===== src/rtl/control_ternario_pkg.sv =====
// control_ternario_pkg
// Shared definitions for the control_ternario select generator:
//   - FSM state encodings (ESTADO_IDLE, ESTADO_HOLD)
//   - source indices (FUENTE_A/B/C), matching the req/grant bit order
//   - selector encodings, ordered {s2,s1}
//   - helpers mapping a one-hot grant to its select code and source index
// No ports; imported by every other file of the block.
package control_ternario_pkg;

  typedef enum logic {
    ESTADO_IDLE = 1'b0,
    ESTADO_HOLD = 1'b1
  } estado_t;

  typedef enum logic [1:0] {
    FUENTE_A = 2'd0,
    FUENTE_B = 2'd1,
    FUENTE_C = 2'd2
  } fuente_t;

  localparam logic [1:0] SEL_A = 2'b00;
  localparam logic [1:0] SEL_B = 2'b01;
  localparam logic [1:0] SEL_C = 2'b10;

  function automatic logic [1:0] sel_de(input logic [2:0] g);
    case (g)
      3'b010:  return SEL_B;
      3'b100:  return SEL_C;
      default: return SEL_A;
    endcase
  endfunction

  function automatic fuente_t indice_de(input logic [2:0] g);
    case (g)
      3'b010:  return FUENTE_B;
      3'b100:  return FUENTE_C;
      default: return FUENTE_A;
    endcase
  endfunction

endpackage


===== src/rtl/control_ternario_if.sv =====
// control_ternario_if
// Request/select bundle between the requesting sources and the
// control_ternario select generator.
//   req   [2:0] request flags (bit0=a, bit1=b, bit2=c)
//   s1          low-level select (a vs b)
//   s2          high-level select (c vs a/b)
//   grant [2:0] one-hot grant, same bit order as req
//   busy        burst active
//   done        one-cycle pulse after a burst ends
// Modports: master drives req and observes the rest; slave is the generator.
interface control_ternario_if;
  logic [2:0] req;
  logic       s1;
  logic       s2;
  logic [2:0] grant;
  logic       busy;
  logic       done;

  modport master (output req, input s1, s2, grant, busy, done);
  modport slave  (input req, output s1, s2, grant, busy, done);
endinterface


===== src/rtl/control_ternario_arbitro_rr.sv =====
// arbitro_rr
// Combinational arbiter: maps the request vector to a one-hot winner.
// Default build: round-robin starting after the last-served source
// (a -> b -> c -> a). With PRIORIDAD_FIJA_EN defined it becomes a fixed
// priority encoder c > b > a and the last-served input disappears.
//   ultimo [1:0] last-served source (round-robin build only)
//   req    [2:0] request flags
//   gana   [2:0] one-hot winner, 0 when req == 0
module arbitro_rr
  import control_ternario_pkg::*;
(
`ifndef PRIORIDAD_FIJA_EN
  input  fuente_t    ultimo,
`endif
  input  logic [2:0] req,
  output logic [2:0] gana
);

`ifdef PRIORIDAD_FIJA_EN
  always_comb begin
    gana = 3'b000;
    if (req[2])      gana = 3'b100;
    else if (req[1]) gana = 3'b010;
    else if (req[0]) gana = 3'b001;
  end
`else
  // Search order is rotated so the last-served source is checked last.
  always_comb begin
    gana = 3'b000;
    case (ultimo)
      FUENTE_A: begin
        if (req[1])      gana = 3'b010;
        else if (req[2]) gana = 3'b100;
        else if (req[0]) gana = 3'b001;
      end
      FUENTE_B: begin
        if (req[2])      gana = 3'b100;
        else if (req[0]) gana = 3'b001;
        else if (req[1]) gana = 3'b010;
      end
      default: begin
        if (req[0])      gana = 3'b001;
        else if (req[1]) gana = 3'b010;
        else if (req[2]) gana = 3'b100;
      end
    endcase
  end
`endif

endmodule


===== src/rtl/control_ternario.sv =====
// control_ternario
// Select generator upstream of the two-level 3:1 selector. Arbitrates
// among sources a/b/c, holds each grant for RAFAGA cycles (or less if the
// granted request drops) and drives registered s1/s2 selects.
//   clk      rising-edge clock
//   reset_L  asynchronous active-low reset
//   bus      control_ternario_if.slave (req in; s1, s2, grant, busy, done out)
// Parameters: RAFAGA burst length (0 behaves as 1), ANCHO_CONT counter width.
// Build option: PRIORIDAD_FIJA_EN selects fixed priority c > b > a instead
// of round-robin; the last-served pointer is then not built.
//
// state        | meaning
// ESTADO_IDLE  | no grant, busy=0; done may be high for its one cycle
// ESTADO_HOLD  | one grant bit set, busy=1, burst counter running
module control_ternario
  import control_ternario_pkg::*;
#(
  parameter int unsigned RAFAGA     = 4,
  parameter int unsigned ANCHO_CONT = 3
) (
  input logic              clk,
  input logic              reset_L,
  control_ternario_if.slave bus
);

  localparam int unsigned           RAFAGA_EF = (RAFAGA == 0) ? 1 : RAFAGA;
  localparam logic [ANCHO_CONT-1:0] CARGA     = ANCHO_CONT'(RAFAGA_EF - 1);

  estado_t               estado_q, estado_d;
  logic [ANCHO_CONT-1:0] cont_q, cont_d;
  logic [2:0]            grant_q, grant_d;
  logic [1:0]            sel_q, sel_d;
  logic                  done_q, done_d;
  logic [2:0]            gana;
  logic                  req_vigente;

`ifndef PRIORIDAD_FIJA_EN
  fuente_t ultimo_q, ultimo_d;
`endif

  arbitro_rr u_arbitro (
`ifndef PRIORIDAD_FIJA_EN
    .ultimo (ultimo_q),
`endif
    .req    (bus.req),
    .gana   (gana)
  );

  // Only the granted source's request matters while holding.
  assign req_vigente = |(bus.req & grant_q);

  always_ff @(posedge clk or negedge reset_L) begin
    if (!reset_L) begin
      estado_q <= ESTADO_IDLE;
      cont_q   <= '0;
      grant_q  <= 3'b000;
      sel_q    <= SEL_A;
      done_q   <= 1'b0;
`ifndef PRIORIDAD_FIJA_EN
      ultimo_q <= FUENTE_C;
`endif
    end else begin
      estado_q <= estado_d;
      cont_q   <= cont_d;
      grant_q  <= grant_d;
      sel_q    <= sel_d;
      done_q   <= done_d;
`ifndef PRIORIDAD_FIJA_EN
      ultimo_q <= ultimo_d;
`endif
    end
  end

  always_comb begin
    estado_d = estado_q;
    case (estado_q)
      ESTADO_IDLE: if (|bus.req) estado_d = ESTADO_HOLD;
      ESTADO_HOLD: if (cont_q == '0 || !req_vigente) estado_d = ESTADO_IDLE;
      default:     estado_d = ESTADO_IDLE;
    endcase
  end

  // Next values of the registered outputs. Selects are only rewritten on a
  // new grant, so the downstream selector never sees a spurious change.
  always_comb begin
    cont_d   = cont_q;
    grant_d  = grant_q;
    sel_d    = sel_q;
    done_d   = 1'b0;
`ifndef PRIORIDAD_FIJA_EN
    ultimo_d = ultimo_q;
`endif
    case (estado_q)
      ESTADO_IDLE: begin
        if (|bus.req) begin
          grant_d  = gana;
          cont_d   = CARGA;
          sel_d    = sel_de(gana);
`ifndef PRIORIDAD_FIJA_EN
          ultimo_d = indice_de(gana);
`endif
        end
      end
      ESTADO_HOLD: begin
        if (cont_q != '0 && req_vigente) begin
          cont_d = cont_q - 1'b1;
        end else begin
          cont_d  = '0;
          grant_d = 3'b000;
          done_d  = 1'b1;
        end
      end
      default: begin
        grant_d = 3'b000;
      end
    endcase
  end

  assign bus.s1    = sel_q[0];
  assign bus.s2    = sel_q[1];
  assign bus.grant = grant_q;
  assign bus.busy  = (estado_q == ESTADO_HOLD);
  assign bus.done  = done_q;

endmodule


===== src/flat_wrapper.sv =====
// flat-port wrapper written by rule: the top's interface ports become plain ports
module control_ternario_flat import control_ternario_pkg::*;
#(
  parameter int unsigned RAFAGA     = 4,
  parameter int unsigned ANCHO_CONT = 3
)
  (clk, reset_L, bus_req, bus_s1, bus_s2, bus_grant, bus_busy, bus_done);
  control_ternario_if bus_i ();
  input logic clk;
  input logic reset_L;
  input wire logic [$bits(bus_i.req)-1:0] bus_req;
  output wire logic [$bits(bus_i.s1)-1:0] bus_s1;
  output wire logic [$bits(bus_i.s2)-1:0] bus_s2;
  output wire logic [$bits(bus_i.grant)-1:0] bus_grant;
  output wire logic [$bits(bus_i.busy)-1:0] bus_busy;
  output wire logic [$bits(bus_i.done)-1:0] bus_done;
  assign bus_i.req = bus_req;
  assign bus_s1 = bus_i.s1;
  assign bus_s2 = bus_i.s2;
  assign bus_grant = bus_i.grant;
  assign bus_busy = bus_i.busy;
  assign bus_done = bus_i.done;
  control_ternario #(.RAFAGA(RAFAGA), .ANCHO_CONT(ANCHO_CONT)) u_core (.clk(clk), .reset_L(reset_L), .bus(bus_i));
endmodule

===== config.mk =====
export PLATFORM = sky130hd
export DESIGN_NAME = control_ternario_flat
export DESIGN_NICKNAME = d
export VERILOG_FILES = /design/src/rtl/control_ternario_pkg.sv /design/src/rtl/control_ternario_if.sv /design/src/rtl/control_ternario_arbitro_rr.sv /design/src/rtl/control_ternario.sv /design/src/flat_wrapper.sv
export SDC_FILE = /design/constraint.sdc
export NUM_CORES = 1
export LEC_CHECK = 0
export ABC_AREA = 1
export ABC_CLOCK_PERIOD_IN_PS = 1500
export BUFFER_PORTS_ARGS = -buffer_cell sky130_fd_sc_hd__buf_2
export CAP_MARGIN = 20
export CORE_MARGIN = 8
export CORE_UTILIZATION = 41
export DETAILED_ROUTE_END_ITERATION = 8
export PLACE_DENSITY = 0.67
export SLEW_MARGIN = 20
export SYNTH_ARGS = -nofsm -noshare
export SYNTH_HDL_FRONTEND = slang
export SYNTH_SLANG_ARGS = --single-unit

===== constraint.sdc =====
create_clock -name clk -period 1.5 [get_ports clk]
set_input_delay 0.45 -clock clk [delete_from_list [all_inputs] [get_ports clk]]
set_output_delay 0.45 -clock clk [all_outputs]
set_load 0.01 [all_outputs]

**Word-level counts from Yosys, hierarchy flattened**

Index checks and enable logic that the tools add are counted.

- Bits in latches: 0
- Bits in registers: 12
- Logic and storage cells: 46
- Output and inout port bits: 7
- Bits in writable memories: 0
- Memory bits (read-only): 0
- Bits of input ports: 5
- Memories: 0

- Add/subtract/negate cells: 1
- Shift operators: 0
- Bitwise operators: 2
- Multipliers: 0
- Reductions and logical operators: 10
- Multiplexer cells: 22
- Order comparisons: 0
- Div/mod/pow operators: 0
- Equal/unequal tests: 5

Operator list:

| kind | count |
|---|---|
| two-way mux 3 bit | 10 |
| case mux 3 bit (2 select lines) | 3 |
| OR reduction 3 bit | 2 |
| two-way mux 1 bit | 5 |
| two-way mux 2 bit | 2 |
| case mux 2 bit (2 select lines) | 1 |
| AND reduction 2 bit | 2 |
| bitwise AND 3 bit | 1 |
| == test 3 x 2 -> 1 bit, second input constant | 1 |
| == test 3 bit, second input constant | 1 |
| zero test 3 bit | 1 |
| nonzero test 3 bit | 1 |
| subtractor 3 x 1 -> 3 bit, second input constant | 1 |
| == test 2 x 1 -> 1 bit, second input constant | 1 |
| zero test 2 bit | 1 |
| inequality test 2 x 1 -> 1 bit, second input constant | 1 |
| inequality test 2 bit, second input constant | 1 |
| case mux 1 bit (2 select lines) | 1 |
| logical AND 1 bit | 1 |
| zero test 1 bit | 1 |
| logical OR 1 bit | 1 |
| inverter 1 bit | 1 |

**Depth between registers and ports, before layout**

- Depth after elaboration: 6
- Gate-level depth with buffers: 8

**By module**

From an unflattened synthesis, not the netlist that was laid out.

- Cells, all modules: 76
- Area, all modules: 623.1 um2

Modules (own cells, without submodules):

| module | area each (um2) | sequential area each (um2) | cells an instance | times used |
|---|---|---|---|---|
| control_ternario | 544.3 | 276.5 | 61 | 1 |
| arbitro_rr | 78.8 | 0.0 | 15 | 1 |

**Worst setup path after synthesis**

OpenSTA, ideal clock, no wires.

- Path type: reg2reg
- Start point: register u_core.cont_q[0]
- End point: register u_core.cont_q[2]
- Clock period less this slack: 1.187 ns
- Setup time: 0.080 ns
- Cell stages (with the launch flop): 6
- Path slack: 0.313 ns
- Data arrival time: 1.107 ns
- Cell sequence: dfrtp_1 inv_1 ha_1 ha_1 or2_0 o22ai_2

- Longest elaborated chain between the ends: 4
- Elaborated cells between the ends (all ways): 5
- Classes of those cells: add/sub (1); mux (2); reduce/logical (2)

RTL lines:

| what | line | text |
|---|---|---|
| start, declared | control_ternario.sv:30 | `logic [ANCHO_CONT-1:0] cont_q, cont_d;` |
| start signal, assigned | control_ternario.sv:64 | `cont_q <= cont_d;` |
| branches (longest 2 deep; another with subtractor 3 x 1 -> 3 bit) | -- |  |
| two-way mux 3 bit * | control_ternario.sv:105 | `if (cont_q != '0 && req_vigente) begin` |
| case mux 3 bit (2 select lines) * | control_ternario.sv:93 | `case (estado_q)` |

Every way passes the cells marked *.
A chain may end at the register's enable or synchronous reset.

**Worst setup path in the final report**

- Start point: register u_core.estado_q, in the netlist u_core.bus.busy
- End point: output port bus_busy

RTL lines:

| what | line | text |
|---|---|---|
| start, declared | control_ternario.sv:29 | `estado_t estado_q, estado_d;` |
| start signal, assigned | control_ternario.sv:63 | `estado_q <= estado_d;` |
| end, declared | flat_wrapper.sv:15 | `output wire logic [$bits(bus_i.busy)-1:0] bus_busy;` |

No word-level cell between the ends.

==> flow_metrics.py <==
metrics = {
    "status": {
        "status": "finished, final reports clean",
    },
    "critical_path": {
        "worstSetupPathType": "reg2out",
        "cp.depth": 1,
        "endpoint_kind": "output pin",
        "crit_buf_inv": 1,
        "cpPeakStageDelay_ns": 0.47,
        "start_kind": "register",
        "cp.arrival_ns": 0.92,
        "cp_top_family": "flip-flops",
        "r2r_cells": 5,
        "crit_required_ns": 1.05,
        "crit_chain": "buf_2",
        "cp_slowest_cell": "dfrtp_1",
        "critPathMaxFanout": 6,
    },
    "detailed_routing": {
        "drcViolationCount": 0,
        "firstDrtPassIters": 4,
        "routed_wl_um": 1120,
        "wl_per_cell_um": 12.1,
        "dr_total_vias": 474,
        "via_per_inst": 5.10,
        "drtIter0Drc": 19,
        "drtAntennaViolNets": 0,
    },
    "power": {
        "ir_drop_mv": 0.912,
        "leakagePower_nw": 0.350,
        "powerDensity_nw_per_um2": 2060,
        "power_mw": 1.31,
    },
    "cts": {
        "clock-root-buffer": "clkbuf_4",
        "cts_tree": "done",
        "insertion_delay_ns": 0.27,
        "h-tree-depth": 1,
        "postCtsSetupRepairBufs": 0,
        "clk_pin_slew_ns": 0.07,
        "clkSinkCount": 11,
        "cts_resized": 0,
        "cts_hold_buf": 0,
        "cts_max_path_buffers": 2,
        "numCtsBuffers": 3,
    },
    "cells_and_area": {
        "drive_gt1_frac": 0.282,
        "post-route-util": 0.507,
        "antennaDiodeCount": 0,
        "area_delta_synth_final_pct": 18.7,
        "final_cell_mix": "nand2_1, buf_2, inv_1, dfrtp_1, nand3_1",
        "layout_commonest_cell": "nand2_1",
        "fill_cells": 113,
        "nNetsFinal": 86,
    },
    "global_route": {
        "grt_pass1_vias": 467,
        "grt_pass1_wl_um": 1990,
        "antenna_found_initial": 0,
        "grt_remaining_overflow": 0,
        "track_usage": 0.101,
        "grt_max_degree": 12,
    },
    "die": {
        "core_area_um2": 1250,
        "die_area_um2": 2720,
        "num_rows": 13,
        "die_w_um": 52.1,
        "fp.dieH_um": 52.1,
        "ioPinCount": 12,
        "start_util": 0.428,
    },
    "timing": {
        "fin_crit_ns": 1.37,
        "drv_slew": 0,
        "fin_crit_sh": 0.911,
        "fin_ws_ns": 0.133,
        "worstMarginPinSlew_ns": 0.234,
        "hold_viol_final": 0,
        "max_freq_mhz": 731,
        "finalSetupViolations": 0,
        "rsz0062_at_grt": "false",
        "clock_skew_ns": 0.00554,
        "tns_ns": 0,
        "slew_headroom": 0.842,
    },
    "yosys": {
        "yosysSeqAreaShare": 0.516,
        "ys_warn_count": 0,
        "synth.avg_cell_area_um2": 8.50,
        "synth_area_um2": 536,
        "yosysUniqueCellTypes": 15,
        "postSynthCellCount": 63,
        "post-synth-top-area-fraction": 0.467,
        "yosysTopAreaCell": "dfrtp_1",
        "netlist_top_cells_area": "dfrtp_1, nand2_1, inv_1",
        "syn_nets": 70,
        "synth_seq_cells": 11,
    },
    "place": {
        "place_congestion": 0.889,
        "hpwl_um": 872,
        "portBuffers": 11,
        "pre_cts_slack_ns": 0.226,
    },
    "run": {
        "maxCapViolCount": 0,
    },
    "hold_path": {
        "holdCritPathClass": "in2async",
    },
}
## cells in the mapped netlist
master   number
o22ai_2       1
or2_0         1
dfstp_2       1
nand2_1      14
inv_2         2
o21ai_0       6
nor2_1        4
ha_1          2
nand3_2       1
nand4_1       1
dfrtp_1      10
nand3_1       7
a21oi_2       1
nand2_2       2
inv_1        10
## stage by stage
step / hold WS (ns) / cell area (µm²) / instances
finish: 0.0264 / 636 / 93
global route: 0.0370 / 636 / 93
CTS: 0.0333 / 636 / 93
detailed placement: 0.332 / 609 / 89
global placement: 0.329 / 609 / 89
floorplan: 0.154 / 536 / 63
## per-layer routing
| layer | global-route usage | share of wire | vias to the layer above |
|---|---|---|---|
| met3 | 0.0427 | 0.054 | 9 |
| met5 | 0 | 0 | - |
| li1 | - | - | 231 |
| met4 | 0.0991 | 0.058 | 0 |
| met1 | 0.0982 | 0.40 | 218 |
| met2 | 0.156 | 0.49 | 16 |
## path summary, 6_finish.rpt
path,from,endpoint,slack [ns]
max,u_core.bus.busy$_DFF_PN0_,bus_busy,0.13
max reg2reg,u_core.cont_q[0]$_DFFE_PN0P_,u_core.cont_q[2]$_DFFE_PN0P_,0.26
min in group clk,u_core.sel_q[1]$_DFFE_PN0P_,u_core.sel_q[1]$_DFFE_PN0P_,0.50
max in group asynchronous,reset_L,u_core.ultimo_q[1]$_DFFE_PN1P_,1.21
min reg2reg,u_core.sel_q[1]$_DFFE_PN0P_,u_core.sel_q[1]$_DFFE_PN0P_,0.50
min,reset_L,u_core.ultimo_q[0]$_DFFE_PN0P_,0.03
## worst register-to-register path: stages (launching register included)
cell	delay [ns]
dfrtp_1	0.32
inv_1	0.06
ha_1	0.19
ha_1	0.26
or2_0	0.23
o22ai_2	0.11
## logic make-up (layout without fill, tap and decap cells)
| family | after synthesis | in the layout | share of synthesized area |
|---|---|---|---|
| AO/OA/AOI/OAI | 8 | 8 | 0.0958 |
| flip-flops | 11 | 11 | 0.516 |
| buffers and inverters | 12 | 27 | 0.0841 |
| AND/OR/NAND/NOR | 30 | 30 | 0.257 |
| adder cells (fa/ha/maj) | 2 | 2 | 0.0467 |
## area by class of cell
| cell class | count | area (µm²) | area share |
|---|---|---|---|
| Multi-Input combinational cell | 40 | 214 | 0.337 |
| Clock buffer | 4 | 26.3 | 0.0413 |
| Sequential cell | 11 | 277 | 0.435 |
| Inverter | 12 | 45.0 | 0.0709 |
| Timing Repair Buffer | 11 | 55.1 | 0.0866 |
| Tap cell | 15 | 18.8 | 0.0295 |
## state kept, by name, summed over array words and instances, names as in the netlist
register and count:
u_core.bus.grant 3, u_core.cont_q 3, u_core.ultimo_q 2, u_core.bus.busy 1, u_core.bus.done 1, u_core.sel_q 1
## power by group
group          internal, mW  leakage (nW)  switching, mW
registers             0.437         0.137         0.0875
logic                 0.212         0.199          0.367
clock network         0.103        0.0150          0.103
Power figures use the tool's default switching activity.
